**src/rtl/bram_stream_reader.sv**
```systemverilog
// Read-side controller for a simple dual-port block RAM.
// Issues reads for a base/length command and turns the RAM's one-cycle
// registered-address read latency into a valid/ready stream with a last flag.
module bram_stream_reader #(
  parameter int unsigned A_WID = 14,
  parameter int unsigned D_WID = 32
) (
  input  logic             rdclk,
  input  logic             rst,
  input  logic             start,
  input  logic [A_WID-1:0] base_addr,
  input  logic [A_WID:0]   len,
  output logic             busy,
  output logic             done,
  output logic             rd_en,
  output logic [A_WID-1:0] rdaddr,
  input  logic [D_WID-1:0] rddata,
  output logic             m_valid,
  output logic [D_WID-1:0] m_data,
  output logic             m_last,
  input  logic             m_ready
);

  localparam logic [1:0] StIdle  = 2'd0;
  localparam logic [1:0] StRun   = 2'd1;
  localparam logic [1:0] StDrain = 2'd2;

  // Largest transfer: the whole address space once.
  localparam logic [A_WID:0] LenMax = {1'b1, {A_WID{1'b0}}};

  logic [1:0]       state_q, state_d;
  logic [A_WID:0]   remaining_q, remaining_d;
  logic [A_WID-1:0] addr_q, addr_d;
  logic             busy_q, busy_d;
  logic             done_q, done_d;

  // Two-entry output FIFO; inflight marks a read issued last cycle whose data
  // is on rddata now.
  logic [D_WID-1:0] fifo_data_q [2];
  logic [1:0]       fifo_last_q;
  logic             wr_ptr_q, rd_ptr_q;
  logic [1:0]       count_q, count_d;
  logic             inflight_q, inflight_last_q;

  logic             pop, push, accept, issue_last;
  logic [2:0]       occupancy;
  logic [A_WID:0]   len_sat;

  assign m_valid = (count_q != 2'd0);
  assign m_data  = fifo_data_q[rd_ptr_q];
  assign m_last  = m_valid && fifo_last_q[rd_ptr_q];
  assign busy    = busy_q;
  assign done    = done_q;
  assign rdaddr  = addr_q;

  // Read issue: only when the FIFO can absorb the word that will land.
  always_comb begin
    pop        = m_valid && m_ready;
    push       = inflight_q;
    occupancy  = {1'b0, count_q} + {2'b00, inflight_q} - {2'b00, pop};
    rd_en      = (state_q == StRun) && (remaining_q != '0) && (occupancy < 3'd2);
    issue_last = rd_en && (remaining_q == (A_WID+1)'(1));
    accept     = start && (state_q == StIdle);
    len_sat    = (len > LenMax) ? LenMax : len;
    count_d    = count_q + {1'b0, push} - {1'b0, pop};
  end

  // Command FSM next-state, address and remaining-word bookkeeping.
  always_comb begin
    state_d     = state_q;
    remaining_d = remaining_q;
    addr_d      = addr_q;
    done_d      = 1'b0;
    unique case (state_q)
      StIdle: begin
        if (accept) begin
          if (len_sat != '0) begin
            state_d     = StRun;
            remaining_d = len_sat;
            addr_d      = base_addr;
          end else begin
            done_d = 1'b1;
          end
        end
      end
      StRun: begin
        if (rd_en) begin
          remaining_d = remaining_q - (A_WID+1)'(1);
          addr_d      = addr_q + A_WID'(1);
          if (issue_last) state_d = StDrain;
        end
      end
      StDrain: begin
        if (pop && m_last) begin
          state_d = StIdle;
          done_d  = 1'b1;
        end
      end
      default: state_d = StIdle;
    endcase
    busy_d = (state_d != StIdle);
  end

  // Control state registers with synchronous reset.
  always_ff @(posedge rdclk) begin
    if (rst) begin
      state_q         <= StIdle;
      remaining_q     <= '0;
      addr_q          <= '0;
      busy_q          <= 1'b0;
      done_q          <= 1'b0;
      count_q         <= 2'd0;
      wr_ptr_q        <= 1'b0;
      rd_ptr_q        <= 1'b0;
      fifo_last_q     <= 2'b00;
      inflight_q      <= 1'b0;
      inflight_last_q <= 1'b0;
    end else begin
      state_q         <= state_d;
      remaining_q     <= remaining_d;
      addr_q          <= addr_d;
      busy_q          <= busy_d;
      done_q          <= done_d;
      count_q         <= count_d;
      inflight_q      <= rd_en;
      inflight_last_q <= issue_last;
      if (push) begin
        fifo_last_q[wr_ptr_q] <= inflight_last_q;
        wr_ptr_q              <= ~wr_ptr_q;
      end
      if (pop) rd_ptr_q <= ~rd_ptr_q;
    end
  end

  // FIFO payload; no reset needed since m_valid gates its use.
  always_ff @(posedge rdclk) begin
    if (push) fifo_data_q[wr_ptr_q] <= rddata;
  end

endmodule

```
**config.mk**
```make
export PLATFORM = sky130hd
export DESIGN_NAME = bram_stream_reader
export DESIGN_NICKNAME = d
export VERILOG_FILES = /design/src/rtl/bram_stream_reader.sv
export SDC_FILE = /design/constraint.sdc
export NUM_CORES = 1
export LEC_CHECK = 0
export ABC_AREA = 1
export ABC_CLOCK_PERIOD_IN_PS = 2800
export CORE_ASPECT_RATIO = 0.7
export CORE_MARGIN = 2
export CORE_UTILIZATION = 35
export DETAILED_ROUTE_END_ITERATION = 8
export SYNTH_ARGS = -nofsm -noshare
export SYNTH_HDL_FRONTEND = slang
export SYNTH_SLANG_ARGS = --single-unit
```
**constraint.sdc**
```tcl
create_clock -name rdclk -period 2.8 [get_ports rdclk]
set_input_delay 0.56 -clock rdclk [delete_from_list [all_inputs] [get_ports rdclk]]
set_output_delay 0.56 -clock rdclk [all_outputs]
set_load 0.005 [all_outputs]
```
# After elaboration in Yosys (flattened, before gate mapping)

Memory sizes are Yosys's and may differ from the RTL's. A register that Yosys moved wholly into a read port is not among the register bits.
Index checks and enable logic that the tools add are counted.

Multiplexer cells: 28
$lt $le $gt $ge: 5
Equality and inequality tests: 6
Reductions and logical operators: 15
Bitwise logic cells: 2
Add/sub/neg operators: 6

Operator list:

| kind                                                                 | number |
|---|---|
| 15-bit two-way mux                                                   | 4 |
| 14-bit two-way mux                                                   | 3 |
| 15-bit case mux with 2 select lines                                  | 1 |
| 15-bit nonzero test                                                  | 2 |
| 14-bit case mux with 2 select lines                                  | 1 |
| 15-bit by 1-bit == test with 1-bit output, second input constant     | 1 |
| 15-bit > comparator, second input constant                           | 1 |
| 15-bit by 1-bit subtractor with 15-bit output, second input constant | 1 |
| 14-bit by 1-bit adder with 14-bit output, second input constant      | 1 |
| 1-bit two-way mux                                                    | 10 |
| 2-bit two-way mux                                                    | 5 |
| 1-bit logical AND                                                    | 8 |
| 2-bit case mux with 3 select lines                                   | 1 |
| 2-bit nonzero test                                                   | 3 |
| 1-bit by 2-bit < comparator with 1-bit output, second input constant | 2 |
| 2-bit inequality test, second input constant                         | 2 |
| 4-bit AND reduction                                                  | 1 |
| 2-bit by 1-bit adder with 3-bit output                               | 1 |
| 3-bit by 2-bit < comparator with 1-bit output, second input constant | 1 |
| 3-bit by 1-bit subtractor with 3-bit output                          | 1 |
| 2-bit by 1-bit adder with 2-bit output                               | 1 |
| 2-bit bitwise mux                                                    | 1 |
| 2-bit by 1-bit == test with 1-bit output, second input constant      | 1 |
| 2-bit == test, second input constant                                 | 1 |
| 7 further kinds                                                      | 8 |

RAM bits: 64
Bits of input ports: 65
Memories: 1
Register bits after elaboration: 41

Memories:

| name        | depth | bits a word | rd ports | clocked after memory_dff | write ports | RTL line | RTL |
|---|---|---|---|---|---|---|---|
| fifo_data_q | 2     | 32          | 1        | 1                        | 1           | 39       | `logic [D_WID-1:0] fifo_data_q [2];` |

# Longest topological paths before layout

Gate-level depths: netlist (run 1).

Depth after elaboration: 10
Depth in mapped cells: 16

# Least setup slack after synthesis (run 1)

No wires, ideal clock.

Path type: input port to flip-flop
Start point: in m_ready
End point: reg addr_q[12], in the netlist rdaddr[12]
Stages on the path: 16
Arrival: 2.572 ns
Setup time: 0.115 ns
Buffers on the path: 1
Required time: 2.685 ns
Path slack: 0.113 ns
Cell sequence: inv_1 nor2_1 ha_1 inv_1 ha_1 fa_1 inv_1 nand2_2 nor2_2 nand2_2 nand2_4 nand2_4 inv_4 buf_6 nand3_1 and2_1

Longest elaborated chain between the ends: 6

RTL lines:

| element                                       | RTL line | RTL |
|---|---|---|
| start, declared                               | 21       | `input logic m_ready` |
| 1-bit logical AND                             | 58       | `pop = m_valid && m_ready;` |
| net pop                                       | 45       | `logic pop, push, accept, issue_last;` |
| 3-bit by 1-bit subtractor with 3-bit output   | 60       | `occupancy = {1'b0, count_q} + {2'b00, inflight_q} - {2'b00, pop};` |
| 3-bit by 2-bit < comparator with 1-bit output | 61       | `rd_en = (state_q == StRun) && (remaining_q != '0) && (occupancy < 3'd2);` |
| 1-bit logical AND                             | 61       |  |
| 2-bit inequality test (no source line)        | --       |  |
| 4-bit AND reduction (no source line)          | --       |  |
| end signal, assigned                          | 121      | `addr_q <= addr_d;` |
| end, declared                                 | 33       | `logic [A_WID-1:0] addr_q, addr_d;` |

The timed path passes the listed nets, and every way through them passes these cells.
A chain may end at the register's enable or synchronous reset.

# Worst setup path in the final report (run 1)

Start point: reg count_q[1]
End point: out rd_en

Longest elaborated chain between the ends: 5
Elaborated cells between the ends (all ways): 6

RTL lines:

| element                                       | RTL line | RTL |
|---|---|---|
| start, declared                               | 42       | `logic [1:0] count_q, count_d;` |
| start signal, assigned                        | 124      | `count_q <= count_d;` |
| 2-bit nonzero test                            | 49       | `assign m_valid = (count_q != 2'd0);` |
| 1-bit logical AND                             | 58       |  |
| net pop                                       | 45       |  |
| 3-bit by 1-bit subtractor with 3-bit output   | 60       |  |
| 3-bit by 2-bit < comparator with 1-bit output | 61       |  |
| 1-bit logical AND                             | 61       |  |
| end, declared                                 | 15       | `output logic rd_en,` |

The timed path passes the listed nets, and every way through them passes these cells.

==> impl_results.md, run 1 <==
* Status: complete, no violations
* CP max FO at 2
* TritonRoute pass-1 iters at 5
* Final nets at 744
* H-tree depth at 3
* Average wire per standard cell at 15.12 um
* Final setup vio count at 0
* GR Util All Layers at 16.64%
* Hold path start: state_q[0]
* Initial antenna violation count at 0
* CP endpoint kind: primary output
* Drt via density at 4.743
* CP bufs+invs at 4
* Layout cells sized above 1 at 15.07%
* Initial DRC count at 237
* Top sig layer: met4
* Yosys reg bits at 106
* Crit-path most repeated cell: inv_2
* WL met1 at 6204 um
* Synth area leader: edfxtp_1
* CTS Sinks at 106
* Worst Setup SP: count_q[1]
* HP Class: flop to flop
* RSZ-0062 raised after global routing: yes
* Sequential area share after synthesis at 55.34%
* Count of cell types in the netlist at 30
* Vias at 4,112
* WL final at 13,110 um
* Post-synthesis average cell area at 9.297 sq um
* Root buffer cell: clkbuf_16
* Detailed placement HPWL at 8786 um
* P_leak at 2.705 nW
* Diodes inserted at 0
* Worst slack at placement at -0.7400 ns
* Final cycle utilization of the critical path at 99.91%
* Row count at 36
* Final slew viol count at 0
* Pin slew with the least headroom to its limit at 0.6355 ns
* Total Power at 5.308 mW
* Fin area at 6912 sq um
* CP startpoint kind: flop
* Initial Util at 35.87%
* WS Path Type: flop to primary output
* Total CTS buffers at 9
* DP Area at 6402 sq um
* Post-route DRC at 0
* Area Growth Syn to Fin at 38.45%
* Tmin final at 2.797 ns
* Crit path DAT at 2.24 ns
* Die outline width at 146.7 um
* CP cell instances: nor2_4 > nor2_4 > ha_4 > inv_2 > ha_4 > fa_1 > inv_2 > nand2_2 > nor2_2 > nand2_2 > inv_2 > buf_6
* Yosys warning total at 0
* Setup Skew at 0.008082 ns
* Post-synth EDFFs at 64
* Slew HR at 57.57%
* WP data required at 2.24 ns
* Synth area leaders: edfxtp_1 38%, dfxtp_1 17%, nand2_1 9.3%, mux2_2 7.2%, nor2_1 4.7%
* Final WS setup at 0.002631 ns
* Synth top area share at 38.50%
* Top Ports at 116
* CP peak stage delay at 0.46 ns
* Vias in the first global route at 3,945
* Syn Nets at 609
* First-pass GRT wire length at 20,110 um
* Syn Std Cell Area at 4992 sq um
* Share of flip-flops with an asynchronous set or reset at 0%
* Die Span Y at 103.9 um
* GRT overflow at 0
* Core Region at 13,920 sq um
* Slowest-stage cell, CP: fa_1
* GP Congestion at 0.7999
* DR WL met3 at 521 um
* Clock transition at path regs at 0.08 ns
* TritonCTS clock tree: done
* Final hold viol count at 0
* Die area at 15,250 sq um
* Setup TNS Final at 0 ns
* Syn Inst Count at 537
* Max cap viols at 0
* Worst-Skew Late Latency at 0.35 ns
* Commonest cells in the netlist: 124 x nand2_1, 64 x edfxtp_1, 62 x nor2_1, 47 x inv_1, 45 x nand3_1
* PortBufs at 115
* Start of the worst register-to-register path: count_q[1]
* Most common cell in the synthesized netlist: nand2_1
* Met2 Wirelength at 6252 um
* Main synth FF type: edfxtp_1
* Top delay family on crit path: adder cells
* Fmax at 357.5 MHz
* Worst vdd ir at 391.5 uV
* Maximum clock insertion buffer count at 2
* Power Dens Cells at 767.9 nW/um^2
* Antenna-violating nets left at 0
* Pin count of the biggest net entering global routing at 38
[timing repair]
item,CTS,global route
hold buffers,0,0
setup endpoints to repair,30,30
setup buffers,7,2
pin swaps,7,8
gates resized for setup,14,14
gates cloned,0,4
[final timing paths]
check / slack, ns / end / cells past startpoint
setup / recovery: 0.003 / rd_en / 12
hold / removal: 0.47 / done / 1
setup reg to reg: 0.05 / remaining_q[10] / 17
hold reg to reg: 0.47 / done / 1
[sequential cells by signal (all words and copies together), names as in the netlist, named ones only]
signal and flops:
fifo_data_q 64, remaining_q 15, rdaddr 14, count_q 2, fifo_last_q 2, state_q 2, busy 1, done 1
inflight_last_q 1, inflight_q 1, rd_ptr_q 1, wr_ptr_q 1
[per-layer routing]
metal  global-route usage [%]  up-vias
li1                         -     2051
met3                    2.763        8
met1                    22.71     1950
met2                    27.63      103
met4                    4.300        0
met5                        0        -
[area by class of cell]
type,count,area [sq um]
Tap cell,190,237.7
Inverter,50,200.2
Fill cell,1258,7007
Clock inverter,7,83.83
Sequential cell,106,2765
Clock buffer,9,225.2
Timing Repair inverter,1,8.758
Timing Repair Buffer,141,1399
Multi-Input combinational cell,363,1992
[cell usage in the layout (no fill, tap or decap), types with 25 or more instances in the layout]
cell type and n:
a21oi_1 25, clkdlybuf4s50_1 113, dfxtp_1 40, edfxtp_1 64, inv_1 44, mux2_2 32
nand2_1 124, nand3_1 45, nor2_1 59
[stage by stage]
stage                     hold WS (ns)  utilization (%)  cells
after floorplan                 0.4434                -    537
after global placement          0.4564            46.00    839
after detailed placement        0.4632            46.00    839
after CTS                       0.4716            48.71    862
after global routing            0.5059            49.66    867
final                           0.4714            49.66    867
[power breakdown]
| group | total, mW | leakage (nW) | internal (mW) | switching [mW] |
|---|---|---|---|---|
| sequential | 2.00 | 0.925 | 1.85 | 0.144 |
| clock | 1.31 | 0.154 | 0.712 | 0.603 |
| combinational | 1.99 | 1.63 | 1.01 | 0.989 |
| total | 5.31 | 2.70 | 3.57 | 1.74 |
[kinds of logic (layout without fill, tap and decap cells)]
logic type / count (synthesis) / count (layout) / synth area share, %
buffers and inverters: 68 / 208 / 5.940
adders and majority gates: 7 / 7 / 1.905
DFF: 106 / 106 / 55.34
AOI/OAI and AO/OA: 54 / 54 / 5.514
muxes: 32 / 32 / 7.218
and+or+nand+nor: 262 / 262 / 22.68
xor gates and xnor gates: 8 / 8 / 1.404
(Power assumes the default switching activity.)
==> run 2, diff against run 1 <==
--- a/config.mk
+++ b/config.mk
@@ -10,6 +10,7 @@
 export CORE_ASPECT_RATIO = 0.7
 export CORE_MARGIN = 2
 export CORE_UTILIZATION = 35
+export CTS_BUF_LIST = sky130_fd_sc_hd__clkbuf_4 sky130_fd_sc_hd__clkbuf_8
 export DETAILED_ROUTE_END_ITERATION = 8
 export SYNTH_ARGS = -nofsm -noshare
 export SYNTH_HDL_FRONTEND = slang
==> run 2 against run 1 <==
- the flow now finishes with violations (negative setup slack)
- clock skew up 0.0038 ns
- via count down 1.3%
- non-clock buffer count shrank 2
- clock power fell by 25%
- setup slack worse by 0.032 ns
- final cell count down 0.23%
- final area shrank 1.7%
- core utilization shrank 0.85 points
- highest routed layer unchanged
==> impl_results.md, run 2 (same netlist as run 1, synthesis figures left out) <==
* Failing checks: negative setup slack
* Final cycle utilization of the critical path at 101.1%
* Worst slack at placement at -0.7400 ns
* CTS Sinks at 106
* Final nets at 742
* Crit path DAT at 2.27 ns
* TritonRoute pass-1 iters at 5
* Final hold viol count at 0
* Total CTS buffers at 9
* Maximum clock insertion buffer count at 2
* First-pass GRT wire length at 20,010 um
* Slowest-stage cell, CP: fa_1
* P_leak at 2.649 nW
* Root buffer cell: clkbuf_8
* GP Congestion at 0.7999
* Initial Util at 35.87%
* WS Path Type: input port to primary output
* WL final at 12,900 um
* Post-route DRC at 0
* Top delay family on crit path: adder cells
* Vias at 4,058
* CP startpoint kind: input port
* Drt via density at 4.691
* Pin count of the biggest net entering global routing at 38
* Final setup vio count at 1
* Die outline width at 146.7 um
* Hold buffer count at cts at 0
* Slew HR at 57.14%
* Layout Utilization at 48.81%
* Fmax at 353.4 MHz
* Antenna-violating nets left at 0
* Biggest register: fifo_data_q
* Initial DRC count at 259
* Worst vdd ir at 384.7 uV
* Max cap viols at 0
* Area of the multi-input gates at 1996 sq um
* H-tree depth at 3
* Row count at 36
* CP max FO at 2
* Status: finished with violations
* Average wire per standard cell at 14.91 um
* Fillers at 1,268
* Core Region at 13,920 sq um
* CP peak stage delay at 0.46 ns
* CP endpoint kind: primary output
* CP bufs+invs at 6
* Initial antenna violation count at 0
* Total Power at 4.939 mW
* GR Util All Layers at 16.44%
* Detailed placement HPWL at 8786 um
* Setup TNS Final at -0.02958 ns
* Placed cell count at 839
* CP cell instances: dlygate4sd2_1 > inv_1 > nor2_4 > ha_4 > inv_2 > ha_4 > fa_1 > inv_2 > nand2_2 > nor2_2 > nand2_2 > inv_2 > buf_6
* Final slew viol count at 0
* Cell Count, Final, Fillers Out at 865
* Top Ports at 116
* Hold path start: state_q[0]
* Diodes inserted at 0
* Crit-path most repeated cell: inv_2
* Register area at 2765 sq um
* Start of the worst register-to-register path: count_q[1]
* Die area at 15,250 sq um
* GRT overflow at 0
* Tmin final at 2.830 ns
* HP Class: flop to flop
* Final WS setup at -0.02958 ns
* PortBufs at 115
* Power Dens Cells at 726.9 nW/um^2
* Setup Skew at 0.01192 ns
* TritonCTS clock tree: done
* Area Growth Syn to Fin at 36.09%
* WP data required at 2.24 ns
* Clock transition at path regs at 0.10 ns
* RSZ-0062 raised after global routing: yes
* Worst Setup SP: m_ready
* Layout cells sized above 1 at 14.96%
* Commonest cells after routing, fill and taps aside: 124 x nand2_1, 113 x clkdlybuf4s50_1, 64 x edfxtp_1, 59 x nor2_1, 45 x nand3_1
* Max FFs per register at 64
* Pin slew with the least headroom to its limit at 0.6420 ns
* Vias in the first global route at 3,951
* Commonest non-fill, non-tap cell in the layout: nand2_1
* Die Span Y at 103.9 um
* Worst-Skew Late Latency at 0.36 ns
run 2: changes by cell type in the layout (fill, tap and decap cells not counted), sizes merged:
| cell | delta |
|---|---|
| dlygate4sd2 | +1 |
| buf | -2 |
| clkdlybuf4s15 | -1 |
run 2: final timing paths:
path / to / slack, ns / cells after the start
worst min-delay path: done / 0.48 / 1
worst min register to register: done / 0.48 / 1
worst max-delay path: rd_en / -0.03 / 13
worst max register to register: remaining_q[10] / 0.07 / 17
run 2: where the power goes:
| part | switching, mW | total [mW] | internal (mW) |
|---|---|---|---|
| clock | 0.551 | 0.982 | 0.431 |
| combinational | 0.976 | 1.96 | 0.983 |
| sequential | 0.144 | 2.00 | 1.85 |
run 2: cell type report:
cell class / instances / share of cell area (%)
well taps: 190 / 3.499
repair inverters: 1 / 0.1289
flip-flops and latches: 106 / 40.70
inverters: 50 / 2.947
repair buffers: 139 / 20.29
clock buffers: 9 / 1.823
multi-input cells: 363 / 29.37
clock inverters: 7 / 1.234
run 2: what timing repair did:
| item | CTS | global route |
|---|---|---|
| resized for setup | 13 | 15 |
| endpoints found under the hold margin | 0 | 0 |
| cloned | 0 | 3 |
| endpoints found under the setup margin | 30 | 30 |
| setup buffers | 6 | 2 |
| pin swaps | 7 | 8 |
run 2: layer usage:
layer / part of all wire, % / wire, um / up-vias / GRT usage [%]
met5: 0 / 0 / - / 0
met4: 0.56 / 72 / 0 / 3.675
met3: 3.7 / 472 / 6 / 2.632
met2: 48 / 6246 / 84 / 27.53
met1: 47 / 6108 / 1920 / 22.54
li1: - / - / 2048 / -
run 2: through the flow:
step                hold WS, ns  area, sq um
floorplan                0.4434         4992
global placement         0.4564         6402
detailed placement       0.4632         6402
CTS                      0.4804         6669
global route             0.5058         6794
finish                   0.4767         6794
==> run 3, diff against run 2 <==
--- a/config.mk
+++ b/config.mk
@@ -11,7 +11,9 @@
 export CORE_MARGIN = 2
 export CORE_UTILIZATION = 35
 export CTS_BUF_LIST = sky130_fd_sc_hd__clkbuf_4 sky130_fd_sc_hd__clkbuf_8
+export CTS_CLUSTER_DIAMETER = 40
 export DETAILED_ROUTE_END_ITERATION = 8
+export GPL_TIMING_DRIVEN = 1
 export SYNTH_ARGS = -nofsm -noshare
 export SYNTH_HDL_FRONTEND = slang
 export SYNTH_SLANG_ARGS = --single-unit
==> results of run 3 <==
Final layout, timing and power as in run 2 (identical DEF).
